===== config.mk =====
export PLATFORM = sky130hd
export DESIGN_NAME = instr_fetch_unit
export DESIGN_NICKNAME = d
export VERILOG_FILES = /design/src/rtl/mips_pkg.sv /design/src/rtl/instr_fetch_unit_if_id_reg.sv /design/src/rtl/instr_fetch_unit.sv
export SDC_FILE = /design/constraint.sdc
export NUM_CORES = 1
export LEC_CHECK = 0
export ABC_AREA = 0
export CORE_ASPECT_RATIO = 0.6
export CORE_MARGIN = 4
export CORE_UTILIZATION = 42
export DETAILED_ROUTE_END_ITERATION = 10
export PLACE_DENSITY = 0.77
export SLEW_MARGIN = 10
export SYNTH_ARGS = -nofsm -noshare
export SYNTH_HDL_FRONTEND = slang
export SYNTH_SLANG_ARGS = --single-unit

===== constraint.sdc =====
create_clock -name clk -period 1.9 [get_ports clk]
set_clock_uncertainty 0.1 [all_clocks]
set_input_delay 0.19 -clock clk [delete_from_list [all_inputs] [get_ports clk]]
set_output_delay 0.19 -clock clk [all_outputs]
set_load 0.03 [all_outputs]

===== src/rtl/mips_pkg.sv =====
`default_nettype none
// ============================================================================
//  Module      : mips_pkg
//  Description : Shared definitions for the instruction fetch slice: fetch
//                FSM state encoding, instruction field bit positions, the
//                default reset PC, the NOP encoding and a word-align helper.
//  Revision    : 1.0 - initial release
// ============================================================================
package mips_pkg;

    // Fetch FSM states. REQ: request outstanding. HOLD: live instruction
    // parked in IF/ID. DRAIN: a redirect arrived while a request was in
    // flight, so its response must be swallowed.
    typedef enum logic [1:0] {
        S_REQ   = 2'd0,
        S_HOLD  = 2'd1,
        S_DRAIN = 2'd2
    } fetch_state_t;

    localparam logic [31:0] c_RESET_PC = 32'h0000_0000;
    localparam logic [31:0] c_NOP      = 32'h0000_0000;

    // Instruction field bit positions (MIPS-style encoding)
    localparam int c_OPCODE_HI = 31;
    localparam int c_OPCODE_LO = 26;
    localparam int c_RS_HI     = 25;
    localparam int c_RS_LO     = 21;
    localparam int c_RT_HI     = 20;
    localparam int c_RT_LO     = 16;
    localparam int c_RD_HI     = 15;
    localparam int c_RD_LO     = 11;
    localparam int c_FUNCT_HI  = 5;
    localparam int c_FUNCT_LO  = 0;
    localparam int c_IMM_HI    = 15;
    localparam int c_IMM_LO    = 0;

    // Force a byte address onto a 32-bit word boundary.
    function automatic logic [31:0] word_align(input logic [31:0] addr);
        return {addr[31:2], 2'b00};
    endfunction

endpackage
`default_nettype wire


===== src/rtl/instr_fetch_unit_if_id_reg.sv =====
`default_nettype none
// ============================================================================
//  Module      : if_id_reg
//  Description : IF/ID pipeline register holding the fetched instruction,
//                its address and a valid flag.
//                Load has priority over clear; with neither asserted the
//                register holds.
//  Ports       : clk, rst_n       - clock, async active-low reset
//                i_load           - capture i_instr/i_pc and set valid
//                i_clear          - drop valid (contents are kept)
//                i_instr, i_pc    - incoming instruction word and address
//                o_instr, o_pc    - registered instruction and address
//                o_valid          - live-instruction flag
//  Revision    : 1.0 - initial release
// ============================================================================
module if_id_reg
    import mips_pkg::*;
(
    input  logic        clk,
    input  logic        rst_n,
    input  logic        i_load,
    input  logic        i_clear,
    input  logic [31:0] i_instr,
    input  logic [31:0] i_pc,
    output logic [31:0] o_instr,
    output logic [31:0] o_pc,
    output logic        o_valid
);

    logic [31:0] r_instr;
    logic [31:0] r_pc;
    logic        r_valid;

    always_ff @(posedge clk or negedge rst_n) begin
        if (!rst_n) begin
            r_instr <= c_NOP;
            r_pc    <= 32'h0000_0000;
            r_valid <= 1'b0;
        end else if (i_load) begin
            r_instr <= i_instr;
            r_pc    <= i_pc;
            r_valid <= 1'b1;
        end else if (i_clear) begin
            r_valid <= 1'b0;
        end
    end

    assign o_instr = r_instr;
    assign o_pc    = r_pc;
    assign o_valid = r_valid;

endmodule
`default_nettype wire


===== src/rtl/instr_fetch_unit.sv =====
`default_nettype none
// ============================================================================
//  Module      : instr_fetch_unit
//  Description : Single-outstanding-request instruction fetch unit with
//                stall, branch redirect and response draining.
//  Parameters  : RESET_PC       - first fetch address after reset
//  Build macro : IFETCH_COUNT_EN - adds the fetch_count output/counter
//  Ports       : clk, rst_n                 - clock, async active-low reset
//                imem_req/addr/ack/rdata    - instruction memory handshake
//                stall                      - hold current instruction
//                redirect_valid/redirect_pc - branch/jump redirect
//                valid, instr, pc_out       - IF/ID register outputs
//                opcode/funct/rs/rt/rd/imm  - decoded fields of instr
//                fetch_count (optional)     - count of loaded instructions
//  Revision    : 1.0 - initial release
// ============================================================================
module instr_fetch_unit
    import mips_pkg::*;
#(
    parameter logic [31:0] RESET_PC = c_RESET_PC
) (
    input  logic        clk,
    input  logic        rst_n,
    output logic        imem_req,
    output logic [31:0] imem_addr,
    input  logic        imem_ack,
    input  logic [31:0] imem_rdata,
    input  logic        stall,
    input  logic        redirect_valid,
    input  logic [31:0] redirect_pc,
    output logic        valid,
    output logic [31:0] instr,
    output logic [31:0] pc_out,
    output logic [5:0]  opcode,
    output logic [5:0]  funct,
    output logic [4:0]  rs,
    output logic [4:0]  rt,
    output logic [4:0]  rd,
    output logic [15:0] imm
`ifdef IFETCH_COUNT_EN
    ,
    output logic [31:0] fetch_count
`endif
);

    fetch_state_t r_state;
    fetch_state_t w_state_next;
    logic [31:0]  r_pc;
    logic [31:0]  w_pc_next;
    logic [31:0]  r_addr;
    logic [31:0]  w_addr_next;
    logic [31:0]  w_target;
    logic         w_load;
    logic         w_clear;

    assign w_target = word_align(redirect_pc);

    // ------------------------------------------------------------------
    // State, next-PC and request-address registers
    // ------------------------------------------------------------------
    always_ff @(posedge clk or negedge rst_n) begin
        if (!rst_n) begin
            r_state <= S_REQ;
            r_pc    <= RESET_PC + 32'd4;
            r_addr  <= RESET_PC;
        end else begin
            r_state <= w_state_next;
            r_pc    <= w_pc_next;
            r_addr  <= w_addr_next;
        end
    end

    // ------------------------------------------------------------------
    // Next-state logic. Redirect is checked first everywhere so that it
    // wins over both stall and a same-cycle acknowledge.
    // ------------------------------------------------------------------
    always_comb begin
        w_state_next = r_state;
        w_pc_next    = r_pc;
        w_addr_next  = r_addr;
        w_load       = 1'b0;
        w_clear      = 1'b0;
        case (r_state)
            S_REQ: begin
                if (redirect_valid) begin
                    w_pc_next = w_target;
                    w_clear   = 1'b1;
                    if (imem_ack) begin
                        // Response is stale: drop it and refetch at target
                        w_addr_next = w_target;
                    end else begin
                        // Request still in flight: address must stay put
                        // until its response is swallowed
                        w_state_next = S_DRAIN;
                    end
                end else if (imem_ack) begin
                    w_load       = 1'b1;
                    w_pc_next    = r_addr + 32'd4;
                    w_state_next = S_HOLD;
                end
            end
            S_HOLD: begin
                if (redirect_valid) begin
                    w_pc_next    = w_target;
                    w_addr_next  = w_target;
                    w_clear      = 1'b1;
                    w_state_next = S_REQ;
                end else if (!stall) begin
                    w_addr_next  = r_pc;
                    w_clear      = 1'b1;
                    w_state_next = S_REQ;
                end
            end
            S_DRAIN: begin
                if (redirect_valid) begin
                    w_pc_next = w_target;
                    w_clear   = 1'b1;
                end
                if (imem_ack) begin
                    // Use the freshest target if a redirect lands alongside
                    w_addr_next  = redirect_valid ? w_target : r_pc;
                    w_state_next = S_REQ;
                end
            end
            default: begin
                w_state_next = S_REQ;
            end
        endcase
    end

    assign imem_req  = (r_state != S_HOLD);
    assign imem_addr = r_addr;

    // ------------------------------------------------------------------
    // IF/ID register
    // ------------------------------------------------------------------
    if_id_reg u_if_id_reg (
        .clk     (clk),
        .rst_n   (rst_n),
        .i_load  (w_load),
        .i_clear (w_clear),
        .i_instr (imem_rdata),
        .i_pc    (r_addr),
        .o_instr (instr),
        .o_pc    (pc_out),
        .o_valid (valid)
    );

    // Decoded fields
    assign opcode = instr[c_OPCODE_HI:c_OPCODE_LO];
    assign rs     = instr[c_RS_HI:c_RS_LO];
    assign rt     = instr[c_RT_HI:c_RT_LO];
    assign rd     = instr[c_RD_HI:c_RD_LO];
    assign funct  = instr[c_FUNCT_HI:c_FUNCT_LO];
    assign imm    = instr[c_IMM_HI:c_IMM_LO];

`ifdef IFETCH_COUNT_EN
    // Counts only real loads; discarded responses never assert w_load
    logic [31:0] r_fetch_count;

    always_ff @(posedge clk or negedge rst_n) begin
        if (!rst_n) begin
            r_fetch_count <= 32'h0000_0000;
        end else if (w_load) begin
            r_fetch_count <= r_fetch_count + 32'd1;
        end
    end

    assign fetch_count = r_fetch_count;
`endif

endmodule
`default_nettype wire


==> summary.txt, run 1 <==
Worst setup path
  • Critical-path cell list: inv_2 -> ha_4 -> nor2b_4 -> a2bb2oi_2 -> or3_4 -> clkbuf_16 -> nand2_1 -> o21ai_0
  • Buf/Inv on CP: 2
  • Crit Path Category: register to register
  • Data required time at the worst endpoint: 2.09 ns
  • Critical Path Max Stage Delay: 0.48 ns
  • Crit-path slowest cell: or3_4
  • CP Launch Type: register
  • Worst-path fanout max: 17
  • Crit path DAT: 2.14 ns
  • Critical path endpoint category: register
  • CP top delay family: simple AND/OR/NAND/NOR gates

Synthesis
  • Cells after Synth: 584
  • Post-synthesis sequential area ratio: 50.82%
  • Synth top area cells: dfrtp_1, mux2_2, buf_4
  • Flop and latch count out of synthesis: 131
  • Number of synthesized flops with an enable pin: 0
  • Post-synth ARST share: 100.0%
  • Top FF cell, synth: dfrtp_1
  • Post-synth top area cell: dfrtp_1
  • Synthesized area: 0.006452 mm^2
  • Cell variety after synth: 49
  • Yosys Warn Count: 0
  • Synth top area share: 50.42%
  • Syn_area_per_cell: 11.05 um^2
  • Syn nets: 658

Finish
  • Final #Nets: 888
  • Share of post-route cells with drive strength above 1: 29.02%
  • Fillers: 1071
  • Synthesis-to-layout area growth: 53.98%
  • Ant. Diodes: 0

Routing
  • Metal1 wirelength: 8516 um
  • Top Layer Used: met4
  • DR WL met2: 9610 um
  • DR iter-0 viols: 422
  • Wirelength, routed: 20180 um
  • DR pass1 iterations: 5
  • Drt wl/cell: 19.69 um
  • Antenna violation net count after detailed routing: 0
  • Drc violations: 0
  • Via count: 5658
  • Met3 routed WL: 1846 um
  • Drt via density: 5.520

Power
  • Power Total: 21660 uW
  • Lkg Pwr: 0.004416 uW
  • Pwr Density: 2180 mW/mm^2
  • Peak supply drop: 0.001309 V

STA
  • Max Fclk: 512.0 MHz
  • Setup_tns: -0.3171 ns
  • RSZ-0062 raised after global routing: yes
  • Final Setup Violations: 12
  • Final min period: 1.953 ns
  • Tcrit/Tclk final: 102.8%
  • Final worst setup slack: -0.05326 ns
  • Endpoints failing hold: 0
  • Worst-Margin Slew: 0.4416 ns
  • Hold_ws: 0.1136 ns
  • Fin. max-slew vios: 0
  • Slew headroom: 70.53%

Floorplanning
  • Initial core utilization: 43.71%
  • Core area: 0.01476 mm^2
  • IO Count: 210
  • Die area: 0.01748 mm^2
  • Die span in y: 104.0 um
  • Core Rows: 34
  • Die X: 168.0 um

Global routing
  • Total gr overflow: 0
  • Vias in the first global route: 5828
  • First-pass GRT wire length: 30880 um
  • Pin count of the biggest net entering global routing: 45
  • All-Layer GR Usage: 21.87%
  • Initial antenna violation count: 0

Clock tree
  • Clock sink count: 131
  • CTS tree: done
  • Total CTS buffers: 17
  • CTS clock-pin slew for the worst setup and hold paths: 0.06 ns
  • H-tree levels: 4
  • Clock root cell: clkbuf_16
  • CTS Buffer Depth: 2
  • Clk_lat worst skew: 0.42 ns

Place
  • RePlAce Congestion: 0.8968
  • Detail Placement HPWL: 14090 um
  • Port-buffer cells: 207

Job
  • Total of max-cap violations: 0

Min path
  • Worst hold path type: primary input to asynchronous set/reset pin

Run status
  • Outcome: finished, violations left
  • Failing checks: negative setup slack
[cells in the mapped netlist (2+ instances only)]
master / n
o22ai_1: 26
xor2_1: 15
clkbuf_1: 21
a22o_1: 2
nor3_1: 2
buf_2: 11
nand4_1: 7
o22a_1: 3
dfrtp_1: 130
nand2_1: 52
or4_4: 2
a21oi_1: 24
a221oi_1: 9
nor2_1: 14
and2_1: 2
o21ai_0: 49
xnor2_1: 9
ha_1: 5
nor2b_1: 2
inv_1: 5
nand2b_1: 2
buf_4: 43
mux2i_1: 30
and4_1: 2
mux2_2: 63
and3_1: 6
nor4_1: 3
a22oi_1: 6
nand3_1: 16
o21ai_1: 3
nor4_2: 2
[flip-flops by register name, summed over array words and instances, names as in the netlist]
signal and count:
imem_addr 32, r_pc 32, r_state 2, u_if_id_reg.o_instr 32, u_if_id_reg.o_pc 32, u_if_id_reg.o_valid 1
[final timing paths]
path	to	startpoint	cells after the start	slack (ns)
max	imem_addr[18]	r_state[0]	8	-0.05
min	r_pc[24]	rst_n	2	0.11
max reg2reg	imem_addr[18]	r_state[0]	8	-0.05
min reg2reg	r_pc[0]	r_pc[0]	2	0.39
max in group asynchronous	imem_addr[19]	rst_n	3	0.94
min in group clk	u_if_id_reg.o_instr[14]	imem_rdata[14]	2	0.28
[power by group]
part	leakage [uW]	internal (uW)	switching, uW	total [uW]
sequential	0.00158	4210	1150	5350
clock	0.000291	2130	1250	3380
combinational	0.00255	5740	7180	12900
[metrics by stage]
| stage | std cells | instance area, um^2 | setup slack (ns) | utilization, % |
|---|---|---|---|---|
| finish | 1025 | 9936 | -0.05326 | 67.31 |
| global route | 1025 | 9936 | -0.08845 | 67.31 |
| CTS | 1018 | 9599 | -0.01965 | 65.03 |
| detailed placement | 983 | 8965 | -0.1187 | 60.73 |
| global placement | 983 | 8965 | -0.05070 | 60.73 |
| floorplan | 584 | 6523 | -0.03714 | - |
[worst reg2reg max path: stages, from the launching register on]
cell and delay, ns:
dfrtp_1 0.39, inv_2 0.09, ha_4 0.17, nor2b_4 0.12
a2bb2oi_2 0.13, or3_4 0.48, clkbuf_16 0.22, nand2_1 0.08
o21ai_0 0.08
[repair_timing]
action                                 in CTS  in global routing
hold buffers                                1                  0
gates resized for setup                    27                 84
endpoints found under the hold margin     130                  0
pin swaps                                   2                  5
setup buffers                               2                  3
setup endpoints to repair                  68                 70
cloned                                      0                  4
[area by class of cell]
type | count | area (um^2) | share of cell area (%)
Clock inverter | 13 | 157.7 | 1.587
Inverter | 6 | 22.52 | 0.2267
Multi-Input combinational cell | 372 | 2910 | 29.29
Sequential cell | 131 | 3291 | 33.12
Clock buffer | 19 | 452.9 | 4.559
Tap cell | 198 | 247.7 | 2.493
Timing Repair Buffer | 286 | 2854 | 28.72
[per-layer routing]
layer  track usage (%)  up-vias
met5                 0        -
met4             6.254        0
li1                  -     2539
met1             29.09     2807
met3             6.115       20
met2             35.14      292
[cells by family after synthesis]
| logic type | after synthesis | synth area share, % |
|---|---|---|
| AO/OA/AOI/OAI | 130 | 12.08 |
| XOR/XNOR | 24 | 3.258 |
| adder cells (fa/ha/maj) | 5 | 0.9696 |
| buffers and inverters | 81 | 7.427 |
| flip-flops | 131 | 50.82 |
| multiplexers | 93 | 15.65 |
| AND/OR/NAND/NOR | 120 | 9.793 |
[placed cells by master, fill, tap and decap left out, types with 5 or more instances in the layout]
cell type | netlist | final
mux2i_1 | 30 | 30
dfrtp_2 | 0 | 9
dlymetal6s2s_1 | 0 | 8
buf_4 | 43 | 62
clkdlybuf4s50_1 | 0 | 177
dlygate4sd2_1 | 0 | 20
a221oi_1 | 9 | 5
nand2_2 | 0 | 13
xor2_1 | 15 | 15
clkbuf_16 | 0 | 20
nand3_1 | 16 | 14
and3_1 | 6 | 6
buf_12 | 0 | 10
mux2_2 | 63 | 63
nor2_1 | 14 | 13
dfrtp_1 | 130 | 121
a22oi_1 | 6 | 6
o21ai_1 | 3 | 19
o21ai_0 | 49 | 24
a21oi_1 | 24 | 24
o21ai_2 | 0 | 9
nand2_1 | 52 | 36
xnor2_1 | 9 | 9
buf_6 | 0 | 5
o22ai_1 | 26 | 26
nand4_1 | 7 | 7
(Power assumes the default switching activity.)
==> run 2: changes to the inputs <==
--- a/config.mk
+++ b/config.mk
@@ -9,6 +9,7 @@
 export CORE_ASPECT_RATIO = 0.6
 export CORE_MARGIN = 4
 export CORE_UTILIZATION = 42
+export CTS_CLUSTER_DIAMETER = 150
 export DETAILED_ROUTE_END_ITERATION = 10
 export PLACE_DENSITY = 0.77
 export SLEW_MARGIN = 10
==> results of run 2 <==
Final layout, timing and power as in run 1 (identical DEF).
